## src/rtl/jtframe_sync_gen.sv

```systemverilog
// Programmable video timing generator: h/v counters, blanking and offset-shifted sync.
// Define JTFRAME_SYNC_GEN_INTERLACE_EN to add an alternating odd field one line longer.
module jtframe_sync_gen #(
    parameter int unsigned HCNTW    = 10,
    parameter int unsigned VCNTW    = 9,
    parameter int unsigned H_TOTAL  = 400,
    parameter int unsigned HB_START = 320,
    parameter int unsigned HS_START = 336,
    parameter int unsigned HS_END   = 368,
    parameter int unsigned V_TOTAL  = 262,
    parameter int unsigned VB_START = 224,
    parameter int unsigned VS_START = 234,
    parameter int unsigned VS_END   = 237
) (
    input  logic             clk,
    input  logic             rst,
    input  logic             pxl_cen,
    input  logic [3:0]       hoffset,
    input  logic [3:0]       voffset,
    output logic [HCNTW-1:0] hcnt,
    output logic [VCNTW-1:0] vcnt,
    output logic             LHBL,
    output logic             LVBL,
    output logic             HS,
    output logic             VS,
    output logic             field
);

    localparam logic [HCNTW-1:0]        HLAST = HCNTW'(H_TOTAL - 1);
    localparam logic [VCNTW-1:0]        VLAST = VCNTW'(V_TOTAL - 1);
    localparam logic signed [HCNTW+1:0] HT_S  = (HCNTW+2)'(H_TOTAL);
    localparam logic signed [VCNTW+1:0] VT_S  = (VCNTW+2)'(V_TOTAL);

    // Offset is smaller than the total, so one correction brings the sum into range.
    function automatic logic [HCNTW-1:0] hmod(input int unsigned base, input logic [3:0] off);
        logic signed [HCNTW+1:0] s;
        s = $signed((HCNTW+2)'(base)) + (HCNTW+2)'($signed(off));
        if (s < 0) s = s + HT_S;
        else if (s >= HT_S) s = s - HT_S;
        return s[HCNTW-1:0];
    endfunction

    function automatic logic [VCNTW-1:0] vmod(input int unsigned base, input logic [3:0] off);
        logic signed [VCNTW+1:0] s;
        s = $signed((VCNTW+2)'(base)) + (VCNTW+2)'($signed(off));
        if (s < 0) s = s + VT_S;
        else if (s >= VT_S) s = s - VT_S;
        return s[VCNTW-1:0];
    endfunction

    logic [HCNTW-1:0] r_hcnt, w_hnext, w_hs_s, w_hs_e, w_vs_px;
    logic [VCNTW-1:0] r_vcnt, w_vnext, w_vs_s, w_vs_e, w_last;
    logic [3:0]       r_hoff, r_voff, w_hoff, w_voff;
    logic             r_lhbl, r_lvbl, r_hs, r_vs, r_field;
    logic             w_hwrap, w_fwrap, w_field_next, w_hs_d, w_vs_d;
`ifdef JTFRAME_SYNC_GEN_INTERLACE_EN
    logic [HCNTW:0]   w_half;
`endif

    always_comb begin
        w_hwrap = (r_hcnt == HLAST);
`ifdef JTFRAME_SYNC_GEN_INTERLACE_EN
        w_last       = r_field ? VCNTW'(V_TOTAL) : VLAST;
        w_fwrap      = w_hwrap && (r_vcnt == w_last);
        w_field_next = w_fwrap ? ~r_field : r_field;
`else
        w_last       = VLAST;
        w_fwrap      = w_hwrap && (r_vcnt == w_last);
        w_field_next = 1'b0;
`endif
        w_hnext = w_hwrap ? '0 : r_hcnt + 1'b1;
        w_vnext = w_fwrap ? '0 : (w_hwrap ? r_vcnt + 1'b1 : r_vcnt);
        // New offsets already apply to pixel (0,0) of the frame that samples them.
        w_hoff  = w_fwrap ? hoffset : r_hoff;
        w_voff  = w_fwrap ? voffset : r_voff;
        w_hs_s  = hmod(HS_START, w_hoff);
        w_hs_e  = hmod(HS_END, w_hoff);
        w_vs_s  = vmod(VS_START, w_voff);
        w_vs_e  = vmod(VS_END, w_voff);
`ifdef JTFRAME_SYNC_GEN_INTERLACE_EN
        w_half = {1'b0, w_hs_s} + (HCNTW+1)'(H_TOTAL / 2);
        if (w_half >= (HCNTW+1)'(H_TOTAL)) w_half = w_half - (HCNTW+1)'(H_TOTAL);
        w_vs_px = w_field_next ? w_half[HCNTW-1:0] : w_hs_s;
`else
        w_vs_px = w_hs_s;
`endif
        // Clear wins over set so an empty window keeps the output low.
        w_hs_d = r_hs;
        if (w_hnext == w_hs_e)      w_hs_d = 1'b0;
        else if (w_hnext == w_hs_s) w_hs_d = 1'b1;
        w_vs_d = r_vs;
        if (w_hnext == w_vs_px) begin
            if (w_vnext == w_vs_e)      w_vs_d = 1'b0;
            else if (w_vnext == w_vs_s) w_vs_d = 1'b1;
        end
    end

    always_ff @(posedge clk or posedge rst) begin
        if (rst) begin
            r_hcnt  <= '0;
            r_vcnt  <= '0;
            r_hoff  <= '0;
            r_voff  <= '0;
            r_lhbl  <= 1'b1;
            r_lvbl  <= 1'b1;
            r_hs    <= 1'b0;
            r_vs    <= 1'b0;
            r_field <= 1'b0;
        end else if (pxl_cen) begin
            r_hcnt  <= w_hnext;
            r_vcnt  <= w_vnext;
            r_hoff  <= w_hoff;
            r_voff  <= w_voff;
            r_lhbl  <= (w_hnext < HCNTW'(HB_START));
            r_lvbl  <= (w_vnext < VCNTW'(VB_START));
            r_hs    <= w_hs_d;
            r_vs    <= w_vs_d;
            r_field <= w_field_next;
        end
    end

    assign hcnt  = r_hcnt;
    assign vcnt  = r_vcnt;
    assign LHBL  = r_lhbl;
    assign LVBL  = r_lvbl;
    assign HS    = r_hs;
    assign VS    = r_vs;
    assign field = r_field;

endmodule

```

## config.mk

```make
export PLATFORM = sky130hd
export DESIGN_NAME = jtframe_sync_gen
export DESIGN_NICKNAME = d
export VERILOG_FILES = /design/src/rtl/jtframe_sync_gen.sv
export SDC_FILE = /design/constraint.sdc
export NUM_CORES = 1
export LEC_CHECK = 0
export CAP_MARGIN = 25
export CELL_PAD_IN_SITES_DETAIL_PLACEMENT = 1
export CELL_PAD_IN_SITES_GLOBAL_PLACEMENT = 1
export CORE_MARGIN = 4
export CORE_UTILIZATION = 41
export DETAILED_ROUTE_END_ITERATION = 12
export PLACE_DENSITY = 0.87
export SETUP_SLACK_MARGIN = 0.1
export SLEW_MARGIN = 20
export SYNTH_ARGS = -nofsm -noshare
export SYNTH_HDL_FRONTEND = slang
export SYNTH_SLANG_ARGS = --single-unit
```

## constraint.sdc

```tcl
create_clock -name clk -period 5.3 [get_ports clk]
set_input_delay 1.06 -clock clk [delete_from_list [all_inputs] [get_ports clk]]
set_output_delay 1.06 -clock clk [all_outputs]
set_load 0.02 [all_outputs]
```

==> impl_metrics.csv <==
group,metric,value,unit
global_route,grt_usage,21.75,%
setup_path,crit_fanout,17,
setup_path,end_kind,"flop",
clock_tree,postCtsSetupRepairBufs,0,
final_layout,area_growth_syn_to_layout,20.33,%
synth,netlist-cell-type-count,51,
clock_tree,cts_buffers,5,
timing,fmax,214.7,MHz
pwr,power.switching,304.7,uW
clock_tree,clockBufferDepth,2,
global_route,grt_pass1_vias,2226,
status,outcome,"finished, final reports clean",
clock_tree,clkLatencyLatePin,280,ps
timing,finalCriticalPeriod,4657,ps
setup_path,arrival,4860,ps
synth,syn_avg_cell_area,8.647,sq um
die,die_area,6709,sq um
routing,wl_per_cell,17.82,microns
timing,tns,0,ps
pwr,seqPwrFrac,39.9,%
clock_tree,hold_buffers,0,
clock_tree,cts-resized-gates,0,
routing,drt-initial-drc-count,136,
hold_path,hp-class,"reg2reg",
setup_path,rr_worst_depth,12,
timing,timing.final.crit_share,87.87,%
die,num_rows,26,
setup_path,timing.rr.start,"hcnt[4]",
global_route,antenna_found_initial,0,
pwr,intPower,503.4,uW
routing,drt_first_pass_iters,4,
timing,hold_viol,0,
pwr,cellPowerDensity,299.8,nW/um^2
final_layout,layout_commonest_cell,"clkdlybuf4s50_1",
placed_design,dpl.hpwl,4724,microns
setup_path,cp_cell_sequence,"or4_4, nor3_4, nand2_1, mux2i_1, inv_1, ha_1, or4b_2, a21oi_1, o21ai_0, or4_1, o31a_1, a21oi_1",
hold_path,hp-start,"LHBL",
timing,setup_viol,0,
setup_path,start_kind,"flop",
clock_tree,cts_tree,"done",
final_layout,antenna_cells,0,
placed_design,gp_congestion,0.8672,
pwr,comb_power_share,37.4,%
synth,synth-async-reset-ratio,100.0,%
synth,syn-cell-area,2240,sq um
setup_path,max_stage_delay,680,ps
die,io_pins,35,
routing,drt_wl_total,6378,microns
routing,drc,0,
die,start_util,43.03,%
synth,synth_edf_count,0,
global_route,grt_max_degree,38,
hold_path,hold_path_end,"LHBL",
setup_path,crit_slowest_cell,"or4b_2",
die,die_width,81.91,microns
timing,post-route-worst-setup-slack,642.7,ps
pwr,switching_share,37.71,%
pwr,pwr-share-clk,22.7,%
job,drv_cap,0,
timing,worstMarginPinSlew,642.7,ps
setup_path,reg2reg_slack,640,ps
global_route,grt-ovfl-total,0,
setup_path,crit_type,"reg2reg",
placed_design,numPortBuffers,33,
synth,synthFlopType,"dfrtp_1",
die,die_y,81.91,microns
global_route,grt_pass1_wl,11160,microns
timing,grt_setup_unrepaired,"no",
routing,vias,2066,
synth,yosysWarnings,0,
clock_tree,h-tree-depth,2,
synth,synth_seq_cells,31,
die,core_area,5205,sq um
final_layout,final_core_util,51.78,%
routing,drtAntennaViolNets,0,
setup_path,startpoint,"hcnt[4]",
clock_tree,root_buffer,"clkbuf_8",
timing,fin_skew,7.729,ps
clock_tree,cts.reportedPaths.clkPinSlew,70,ps
timing,slew_viol_final,0,
pwr,ir_drop,216.9,uV
placed_design,dp_slack,693.6,ps
synth,ys_seq_area_share,34.75,%
final_layout,drive_gt1_share,10.42,%
synth,synthCells,259,
clock_tree,cts_sinks,31,
timing,slew_headroom,57.01,%
setup_path,reg2reg_to,"VS",
final_layout,final_nets,302,
routing,vias_per_cell,5.771,
setup_path,cpMostUsedCell,"a21oi_1",
hold_path,min_path_cells,2,
setup_path,cp.required,5500,ps
pwr,leakage,0.001086,uW
synth,postSynthNetCount,274,
final_layout,final_cell_mix,"33 x clkdlybuf4s50_1, 32 x nand2_1, 29 x dfrtp_1",
[synthesized netlist by cell type, types with 2 or more instances]
cell type	n	area (sq um)
and2_1	4	25.02
buf_2	2	10.01
dfstp_2	2	52.55
mux2_2	12	135.1
a22o_1	2	17.52
xnor2_1	10	87.58
o311ai_0	2	17.52
or4b_2	2	20.02
nor2_1	20	75.07
a21boi_0	2	15.01
xor2_1	11	96.34
nand4b_1	2	17.52
o21ai_0	22	110.1
o211ai_1	3	22.52
inv_1	7	26.28
clkbuf_1	12	45.04
nand3_1	12	60.06
nor3_1	3	15.01
o22ai_1	3	18.77
nand2b_1	2	12.51
mux2i_1	5	50.05
a21oi_1	13	65.06
and3_1	6	37.54
nor4b_1	3	26.28
nand2_1	32	120.1
a31oi_1	2	12.51
dfrtp_1	29	725.7
and4_1	3	26.28
nand4_1	5	31.28
nor4_1	2	12.51
ha_1	4	50.05
[routing by layer]
metal / GRT usage (%) / vias up / routed length (microns)
met3: 3.180 / 7 / 264
met1: 29.50 / 1016 / 2883
met2: 35.46 / 53 / 3140
met4: 6.977 / 0 / 89
li1: - / 990 / -
met5: 0 / - / 0
[logic make-up (layout without fill, tap and decap cells)]
family,after synthesis,after routing,synth area share [%]
compound gates,59,59,16.65
xor+xnor,22,22,9.218
fa+ha+maj,4,4,2.235
buf+inv,23,52,4.469
flops,31,31,34.75
mux,17,17,8.268
other cells,1,1,0.1674
simple gates,102,102,24.25
[worst max path at each step]
stage	end	slack (ps)	cells after the start
2_1_floorplan	VS	1240	13
5_1_grt	VS	320	13
3_3_place_gp	VS	850	12
6_report	VS	640	12
4_1_cts	VS	660	12
3_5_place_dp	VS	690	12
[state kept, by name, summed over array words and instances, names as in the netlist]
signal and count:
LHBL 1, r_hoff 4, VS 1, hcnt 10
vcnt 9, LVBL 1, r_voff 4, HS 1
[power groups by stage]
stage	sequential (uW)	combinational [uW]	clock, uW
after CTS	321	305	190
after global placement	323	292	0
after global routing	332	332	204
final	322	302	184
after detailed placement	326	304	0
after floorplan	339	183	0
[final cells by class]
cell class | instances | area [sq um]
Tap cell | 70 | 87.58
Multi-Input combinational cell | 205 | 1361
Inverter | 7 | 26.28
Fill cell | 624 | 2510
Clock buffer | 7 | 76.32
Timing Repair Buffer | 37 | 360.3
Sequential cell | 31 | 778.2
Clock inverter | 1 | 5.005
[worst max-delay path: cells and delay by family, from the launching register on]
kind | cells | cell delay (ps)
muxes | 1 | 360
DFF | 1 | 490
and+or+nand+nor | 5 | 2610
adders and majority gates | 1 | 330
buffers and inverters | 1 | 130
AOI/OAI and AO/OA | 4 | 650
[through the flow]
stage | total power [uW] | std cells | instance area (sq um) | hold slack (ps)
2_1_floorplan | 521.7 | 259 | 2240 | 497.1
3_3_place_gp | 614.5 | 350 | 2614 | 460.0
3_5_place_dp | 629.6 | 350 | 2614 | 463.5
4_1_cts | 816.0 | 358 | 2695 | 474.6
5_1_grt | 868.8 | 358 | 2695 | 493.9
6_report | 808.1 | 358 | 2695 | 471.0
(Power assumes the default switching activity.)
